## src/rtl/hilo_div_ctrl_if.sv

```systemverilog
// Pipeline-side bundle for the divide sequencer / HI-LO owner.
// The master side is the EX stage; the slave side is hilo_div_ctrl.
interface hilo_div_ctrl_if;
  logic        start;
  logic        sign;
  logic [31:0] a;
  logic [31:0] b;
  logic        flush;
  logic        hilo_we;
  logic        hilo_sel;
  logic [31:0] hilo_wdata;
  logic        rd_req;
  logic        busy;
  logic        done;
  logic        stall;
  logic [31:0] hi;
  logic [31:0] lo;

  modport master (
    output start, sign, a, b, flush, hilo_we, hilo_sel, hilo_wdata, rd_req,
    input  busy, done, stall, hi, lo
  );

  modport slave (
    input  start, sign, a, b, flush, hilo_we, hilo_sel, hilo_wdata, rd_req,
    output busy, done, stall, hi, lo
  );
endinterface

```

## src/rtl/hilo_div_ctrl.sv

```systemverilog
// 32-iteration restoring divider that owns HI/LO and raises EX stalls.
// Define DIV_SIGNED_EN to support signed division; otherwise every divide is unsigned.
module hilo_div_ctrl (
  input  logic            clk,
  input  logic            rst,
  hilo_div_ctrl_if.slave  bus
);

  typedef enum logic [1:0] {S_IDLE, S_RUN, S_FIX} state_t;

  state_t      r_state;
  state_t      w_state_n;
  logic [4:0]  r_cnt;
  logic [31:0] r_dvd;
  logic [31:0] r_dvs;
  logic [31:0] r_quo;
  logic [31:0] r_rem;
  logic        r_sign_q;
  logic        r_sign_r;
  logic        r_done;
  logic [31:0] r_hi;
  logic [31:0] r_lo;

  logic        w_accept;
  logic        w_div0;
  logic        w_busy;
  logic [32:0] w_shift;
  logic        w_qbit;
  logic [31:0] w_rem_n;
  logic [31:0] w_dvd_in;
  logic [31:0] w_dvs_in;
  logic        w_sign_q_in;
  logic        w_sign_r_in;
  logic [31:0] w_quo_fix;
  logic [31:0] w_rem_fix;

`ifdef DIV_SIGNED_EN
  function automatic logic [31:0] abs32(input logic signed [31:0] v);
    logic [31:0] r;
    r = v[31] ? -v : v;
    return r;
  endfunction

  function automatic logic [31:0] neg_if(input logic [31:0] v, input logic neg);
    logic signed [31:0] s;
    s = v;
    return neg ? -s : s;
  endfunction

  assign w_dvd_in    = bus.sign ? abs32(bus.a) : bus.a;
  assign w_dvs_in    = bus.sign ? abs32(bus.b) : bus.b;
  assign w_sign_q_in = bus.sign & (bus.a[31] ^ bus.b[31]);
  assign w_sign_r_in = bus.sign & bus.a[31];
  assign w_quo_fix   = neg_if(r_quo, r_sign_q);
  assign w_rem_fix   = neg_if(r_rem, r_sign_r);
`else
  logic w_unused_sign;
  assign w_unused_sign = &{1'b0, bus.sign, r_sign_q, r_sign_r};
  assign w_dvd_in      = bus.a;
  assign w_dvs_in      = bus.b;
  assign w_sign_q_in   = 1'b0;
  assign w_sign_r_in   = 1'b0;
  assign w_quo_fix     = r_quo;
  assign w_rem_fix     = r_rem;
`endif

  // One restoring step: shift in the next dividend bit, trial-subtract the divisor
  assign w_shift = {r_rem, r_dvd[31]};
  assign w_qbit  = (w_shift >= {1'b0, r_dvs});
  assign w_rem_n = w_qbit ? 32'(w_shift - {1'b0, r_dvs}) : w_shift[31:0];

  assign w_busy    = (r_state != S_IDLE);
  assign bus.busy  = w_busy;
  assign bus.stall = w_busy & (bus.start | bus.hilo_we | bus.rd_req);
  assign bus.done  = r_done;
  assign bus.hi    = r_hi;
  assign bus.lo    = r_lo;

  always_comb begin
    w_state_n = r_state;
    w_accept  = 1'b0;
    w_div0    = 1'b0;
    case (r_state)
      S_IDLE: begin
        if (bus.start && !bus.flush) begin
          if (bus.b == 32'd0) begin
            w_div0 = 1'b1;
          end else begin
            w_accept  = 1'b1;
            w_state_n = S_RUN;
          end
        end
      end
      S_RUN:   if (r_cnt == 5'd31) w_state_n = S_FIX;
      S_FIX:   w_state_n = S_IDLE;
      default: w_state_n = S_IDLE;
    endcase
    if (bus.flush) w_state_n = S_IDLE;
  end

  always_ff @(posedge clk) begin
    if (rst) begin
      r_state  <= S_IDLE;
      r_cnt    <= 5'd0;
      r_dvd    <= 32'd0;
      r_dvs    <= 32'd0;
      r_quo    <= 32'd0;
      r_rem    <= 32'd0;
      r_sign_q <= 1'b0;
      r_sign_r <= 1'b0;
      r_done   <= 1'b0;
      r_hi     <= 32'd0;
      r_lo     <= 32'd0;
    end else begin
      r_state <= w_state_n;
      r_done  <= 1'b0;
      if (w_accept) begin
        r_dvd    <= w_dvd_in;
        r_dvs    <= w_dvs_in;
        r_sign_q <= w_sign_q_in;
        r_sign_r <= w_sign_r_in;
        r_quo    <= 32'd0;
        r_rem    <= 32'd0;
        r_cnt    <= 5'd0;
      end else if (r_state == S_RUN) begin
        r_rem <= w_rem_n;
        r_quo <= {r_quo[30:0], w_qbit};
        r_dvd <= {r_dvd[30:0], 1'b0};
        r_cnt <= 5'(r_cnt + 5'd1);
      end
      // mthi/mtlo first so a same-edge divide-by-zero result takes precedence
      if (r_state == S_IDLE && !bus.flush && bus.hilo_we) begin
        if (bus.hilo_sel) r_lo <= bus.hilo_wdata;
        else              r_hi <= bus.hilo_wdata;
      end
      if (w_div0) begin
        r_hi   <= bus.a;
        r_lo   <= 32'hFFFF_FFFF;
        r_done <= 1'b1;
      end
      if (r_state == S_FIX && !bus.flush) begin
        r_lo   <= w_quo_fix;
        r_hi   <= w_rem_fix;
        r_done <= 1'b1;
      end
    end
  end

endmodule

```

## src/flat_wrapper.sv

```systemverilog
// flat-port wrapper written by rule: the top's interface ports become plain ports
module hilo_div_ctrl_flat 
  (clk, rst, bus_start, bus_sign, bus_a, bus_b, bus_flush, bus_hilo_we, bus_hilo_sel, bus_hilo_wdata, bus_rd_req, bus_busy, bus_done, bus_stall, bus_hi, bus_lo);
  hilo_div_ctrl_if bus_i ();
  input  logic clk;
  input  logic rst;
  input wire logic [$bits(bus_i.start)-1:0] bus_start;
  input wire logic [$bits(bus_i.sign)-1:0] bus_sign;
  input wire logic [$bits(bus_i.a)-1:0] bus_a;
  input wire logic [$bits(bus_i.b)-1:0] bus_b;
  input wire logic [$bits(bus_i.flush)-1:0] bus_flush;
  input wire logic [$bits(bus_i.hilo_we)-1:0] bus_hilo_we;
  input wire logic [$bits(bus_i.hilo_sel)-1:0] bus_hilo_sel;
  input wire logic [$bits(bus_i.hilo_wdata)-1:0] bus_hilo_wdata;
  input wire logic [$bits(bus_i.rd_req)-1:0] bus_rd_req;
  output wire logic [$bits(bus_i.busy)-1:0] bus_busy;
  output wire logic [$bits(bus_i.done)-1:0] bus_done;
  output wire logic [$bits(bus_i.stall)-1:0] bus_stall;
  output wire logic [$bits(bus_i.hi)-1:0] bus_hi;
  output wire logic [$bits(bus_i.lo)-1:0] bus_lo;
  assign bus_i.start = bus_start;
  assign bus_i.sign = bus_sign;
  assign bus_i.a = bus_a;
  assign bus_i.b = bus_b;
  assign bus_i.flush = bus_flush;
  assign bus_i.hilo_we = bus_hilo_we;
  assign bus_i.hilo_sel = bus_hilo_sel;
  assign bus_i.hilo_wdata = bus_hilo_wdata;
  assign bus_i.rd_req = bus_rd_req;
  assign bus_busy = bus_i.busy;
  assign bus_done = bus_i.done;
  assign bus_stall = bus_i.stall;
  assign bus_hi = bus_i.hi;
  assign bus_lo = bus_i.lo;
  hilo_div_ctrl u_core (.clk(clk), .rst(rst), .bus(bus_i));
endmodule
```

## config.mk

```make
export PLATFORM = sky130hd
export DESIGN_NAME = hilo_div_ctrl_flat
export DESIGN_NICKNAME = d
export VERILOG_FILES = /design/src/rtl/hilo_div_ctrl_if.sv /design/src/rtl/hilo_div_ctrl.sv /design/src/flat_wrapper.sv
export SDC_FILE = /design/constraint.sdc
export NUM_CORES = 1
export LEC_CHECK = 0
export ABC_AREA = 0
export CORE_ASPECT_RATIO = 1.4
export CORE_MARGIN = 2
export CORE_UTILIZATION = 40
export CTS_CLUSTER_SIZE = 28
export DETAILED_ROUTE_END_ITERATION = 10
export MAX_ROUTING_LAYER = met4
export SLEW_MARGIN = 20
export SYNTH_ARGS = -nofsm -noshare
export SYNTH_HDL_FRONTEND = slang
export SYNTH_SLANG_ARGS = --single-unit
```

## constraint.sdc

```tcl
create_clock -name clk -period 7.9 [get_ports clk]
set_clock_uncertainty 0.15 [all_clocks]
set_input_delay 0.79 -clock clk [delete_from_list [all_inputs] [get_ports clk]]
set_output_delay 0.79 -clock clk [all_outputs]
set_load 0.03 [all_outputs]
```

==> flow_summary.ini <==
[timing]
period_utilization_post_route = 0.526
report.final.setup_viol = 0
timing_worst_slew_pin_value_ps = 1090
max_clock_freq_mhz = 241
hold_viol = 0
slew_headroom = 0.271
period_needed_ps = 4160
timing.final.max_slew_violations = 0
rsz_0062_raised_after_global_routing = no
hold_ws_ps = 309
final.setup.tns_ps = 0

[yosys]
synthMostInstantiatedCell = sky130_fd_sc_hd__nand2_1
yosys_warn_count = 0
ys_async_sr_fraction = 0
synth.yosys.seq_area_share = 0.379
synth_commonest_cells = sky130_fd_sc_hd__nand2_1 (224), sky130_fd_sc_hd__dfxtp_1 (200), sky130_fd_sc_hd__nor2_1 (161)
yosys_register_bits = 200
syn_area_per_cell_sq_um = 7.89
synthesized_area_sq_um = 10600
yosys.area.top_type_share = 0.379
synth-main-ff-cell = sky130_fd_sc_hd__dfxtp_1
edff_count_synth = 0
synth.top_cells.by_area = sky130_fd_sc_hd__dfxtp_1 (38%), sky130_fd_sc_hd__mux2i_1 (8.1%), sky130_fd_sc_hd__nand2_1 (8.0%), sky130_fd_sc_hd__a21oi_1 (7.0%), sky130_fd_sc_hd__nor2_1 (5.7%)
synthCells = 1339
synth_nets = 1478
synthDominantAreaCellType = sky130_fd_sc_hd__dfxtp_1
synth.lib_cells_used.distinct = 62

[drt]
number_of_nets_with_antenna_violations_after_routing = 0
num_vias = 9713
avgRoutedWirePerCell_um = 18.2
via_per_inst = 5.49
dr.pass1.iters = 5
route.detailed.drc = 0
postRouteWirelength_mm = 32.2
first_iter_violations = 568

[floorplanning]
floorplan.core_area_sq_um = 26000
design.die.area_sq_um = 27700
die_w_um = 141
die_height_um = 196
floorplan.io_pins = 171
placement_rows = 70
initial_utilization = 0.406

[global_route]
largest_net_degree_at_the_start_of_global_routing = 95
grt.total_usage = 0.238
vias_in_the_first_global_route = 9283
first_pass_grt_wire_length_mm = 50.7
antenna_found_initial = 0
globalRoute.totalOverflow = 0

[finish]
layout-drive-gt1-share = 0.0464
stdcell_count = 1768
antenna_cells = 0
fillCellCount = 2567
nets_finish = 1571
areaGrowthSynthToFinish_pct = 23.0

[power_and_ir_drop]
ir_drop_mv = 0.147
power-per-cell-area_nw_per_um2 = 200
p_leak_nw = 5.38
fin_total_pwr_mw = 2.60

[worst_setup_path]
cp_num_buf_inv = 3
timing.critical_path.mode_cell = sky130_fd_sc_hd__buf_4
critical-path-max-stage-delay_ps = 640
crit_path_cell_trace = clkdlybuf4s50_1 > nor4_1 > nand2_1 > nor4_2 > nand3_4 > buf_4 > o211a_2 > buf_4 > a211oi_1 > a21oi_1 > nor2_1
critical_path.endpoint_type = flip-flop
crit_path_top_delay_cell = sky130_fd_sc_hd__nor4_2
timing.critical_path.fanout_max = 66
critPathArrivalTime_ps = 4380
critical-path-top-delay-family = simple AND/OR/NAND/NOR gates
timing.critical_path.required_ps = 8120
timing.setup.critical_path_class = in2reg
crit_path_start_kind = input pin

[clocking]
clock_path_buffers = 2
ctsResizeCount = 0
holdBufCountCts = 0
htreeDepth = 4
postCtsSetupRepairBufs = 0
clock_insertion_delay_worst_skew_ps = 440
cts_made_buffers = 17
numClockSinks = 200
clkTransAtPathRegs_ps = 70
clock-root-buffer = sky130_fd_sc_hd__clkbuf_16
tritoncts = done

[placed_design]
placed_cells = 1737
dp_hpwl_mm = 23.0
globalplace.congestion = 0.917
port_buffers = 169

[worst_hold_path]
hp-class = reg2reg

[flow_run]
max_cap_viol_count = 0

[outcome]
run_status = complete, no violations
## layout make-up
cell class / count / area, sq um / share of cell area
clock buffer: 20 / 457 / 0.0351
clock inverter: 11 / 195 / 0.0150
inverter: 41 / 154 / 0.0118
multi-input combinational: 991 / 6000 / 0.462
sequential: 200 / 4000 / 0.308
tap: 324 / 405 / 0.0312
timing repair buffer: 181 / 1780 / 0.137
## state kept, by name, summed over array words and instances, names as in the netlist
register         count
u_core.r_dvd        32
u_core.bus.lo       32
u_core.r_quo        32
u_core.r_dvs        32
u_core.bus.hi       32
u_core.r_cnt         5
u_core.r_rem        32
u_core.bus.done      1
u_core.r_state       2
## through the flow
| stage | setup slack, ps | utilization | area (sq um) |
|---|---|---|---|
| after CTS | 3490 | 0.499 | 13000 |
| after floorplan | 5050 | - | 10600 |
| after global placement | 3020 | 0.474 | 12300 |
| final | 3740 | 0.500 | 13000 |
| after global routing | 3640 | 0.500 | 13000 |
| after detailed placement | 3050 | 0.474 | 12300 |
## tightest hold or removal path, delay by kind of cell, from the launching register on
family	cells	cell delay, ps
flip-flops	1	310
AND/OR/NAND/NOR	1	50
AO/OA/AOI/OAI	1	50
## cells by family after synthesis
| group | Yosys count | share of synthesized area |
|---|---|---|
| muxes | 86 | 0.0815 |
| DFF | 200 | 0.379 |
| and+or+nand+nor | 486 | 0.195 |
| xor gates and xnor gates | 30 | 0.0249 |
| buffers and inverters | 148 | 0.0574 |
| adders and majority gates | 35 | 0.0422 |
| AOI/OAI and AO/OA | 354 | 0.220 |
## worst paths after layout
check                                      start  slack, ps                end  cells past startpoint
worst min-delay path             u_core.r_dvs[2]        310    u_core.r_dvs[2]                      2
worst max register to register  u_core.r_rem[14]       4180   u_core.r_rem[19]                      9
worst min register to register   u_core.r_dvs[2]        310    u_core.r_dvs[2]                      2
worst max-delay path                   bus_b[31]       3740  u_core.bus.hi[16]                     11
## power breakdown
group | internal, mW | switching [mW]
clock network | 0.579 | 0.398
logic | 0.231 | 0.322
registers | 1.04 | 0.0231
total | 1.85 | 0.742
## metal layers
metal / GRT usage / up-vias / part of all wire / wire, um
met5: - / - / 0 / 0
met4: 0.0759 / 0 / 0.025 / 792
met3: 0.0303 / 34 / 0.031 / 995
met1: 0.304 / 4528 / 0.46 / 14700
li1: - / 4937 / - / -
met2: 0.392 / 214 / 0.49 / 15700
## layout by cell type, fill, tap and decap left out, types with 5 or more instances in the layout
cell                              count
sky130_fd_sc_hd__nand2_1            223
sky130_fd_sc_hd__clkdlybuf4s50_1    168
sky130_fd_sc_hd__o21ai_0             36
sky130_fd_sc_hd__o211ai_1             6
sky130_fd_sc_hd__clkbuf_16           17
sky130_fd_sc_hd__a21o_1               6
sky130_fd_sc_hd__bufinv_16            5
sky130_fd_sc_hd__ha_1                34
sky130_fd_sc_hd__xor2_1              12
sky130_fd_sc_hd__a211oi_1            48
sky130_fd_sc_hd__buf_4               13
sky130_fd_sc_hd__dfxtp_1            200
sky130_fd_sc_hd__o21a_1               7
sky130_fd_sc_hd__nor3_1              12
sky130_fd_sc_hd__a21oi_1            147
sky130_fd_sc_hd__nor4_1              13
sky130_fd_sc_hd__nand4_1             16
sky130_fd_sc_hd__o21bai_1             5
sky130_fd_sc_hd__inv_1               41
sky130_fd_sc_hd__nand3_1             26
sky130_fd_sc_hd__mux2i_1             86
sky130_fd_sc_hd__a311oi_1            62
sky130_fd_sc_hd__nor2_1             160
sky130_fd_sc_hd__xnor2_1             18
Note: power is estimated with default switching activity, not from simulation.
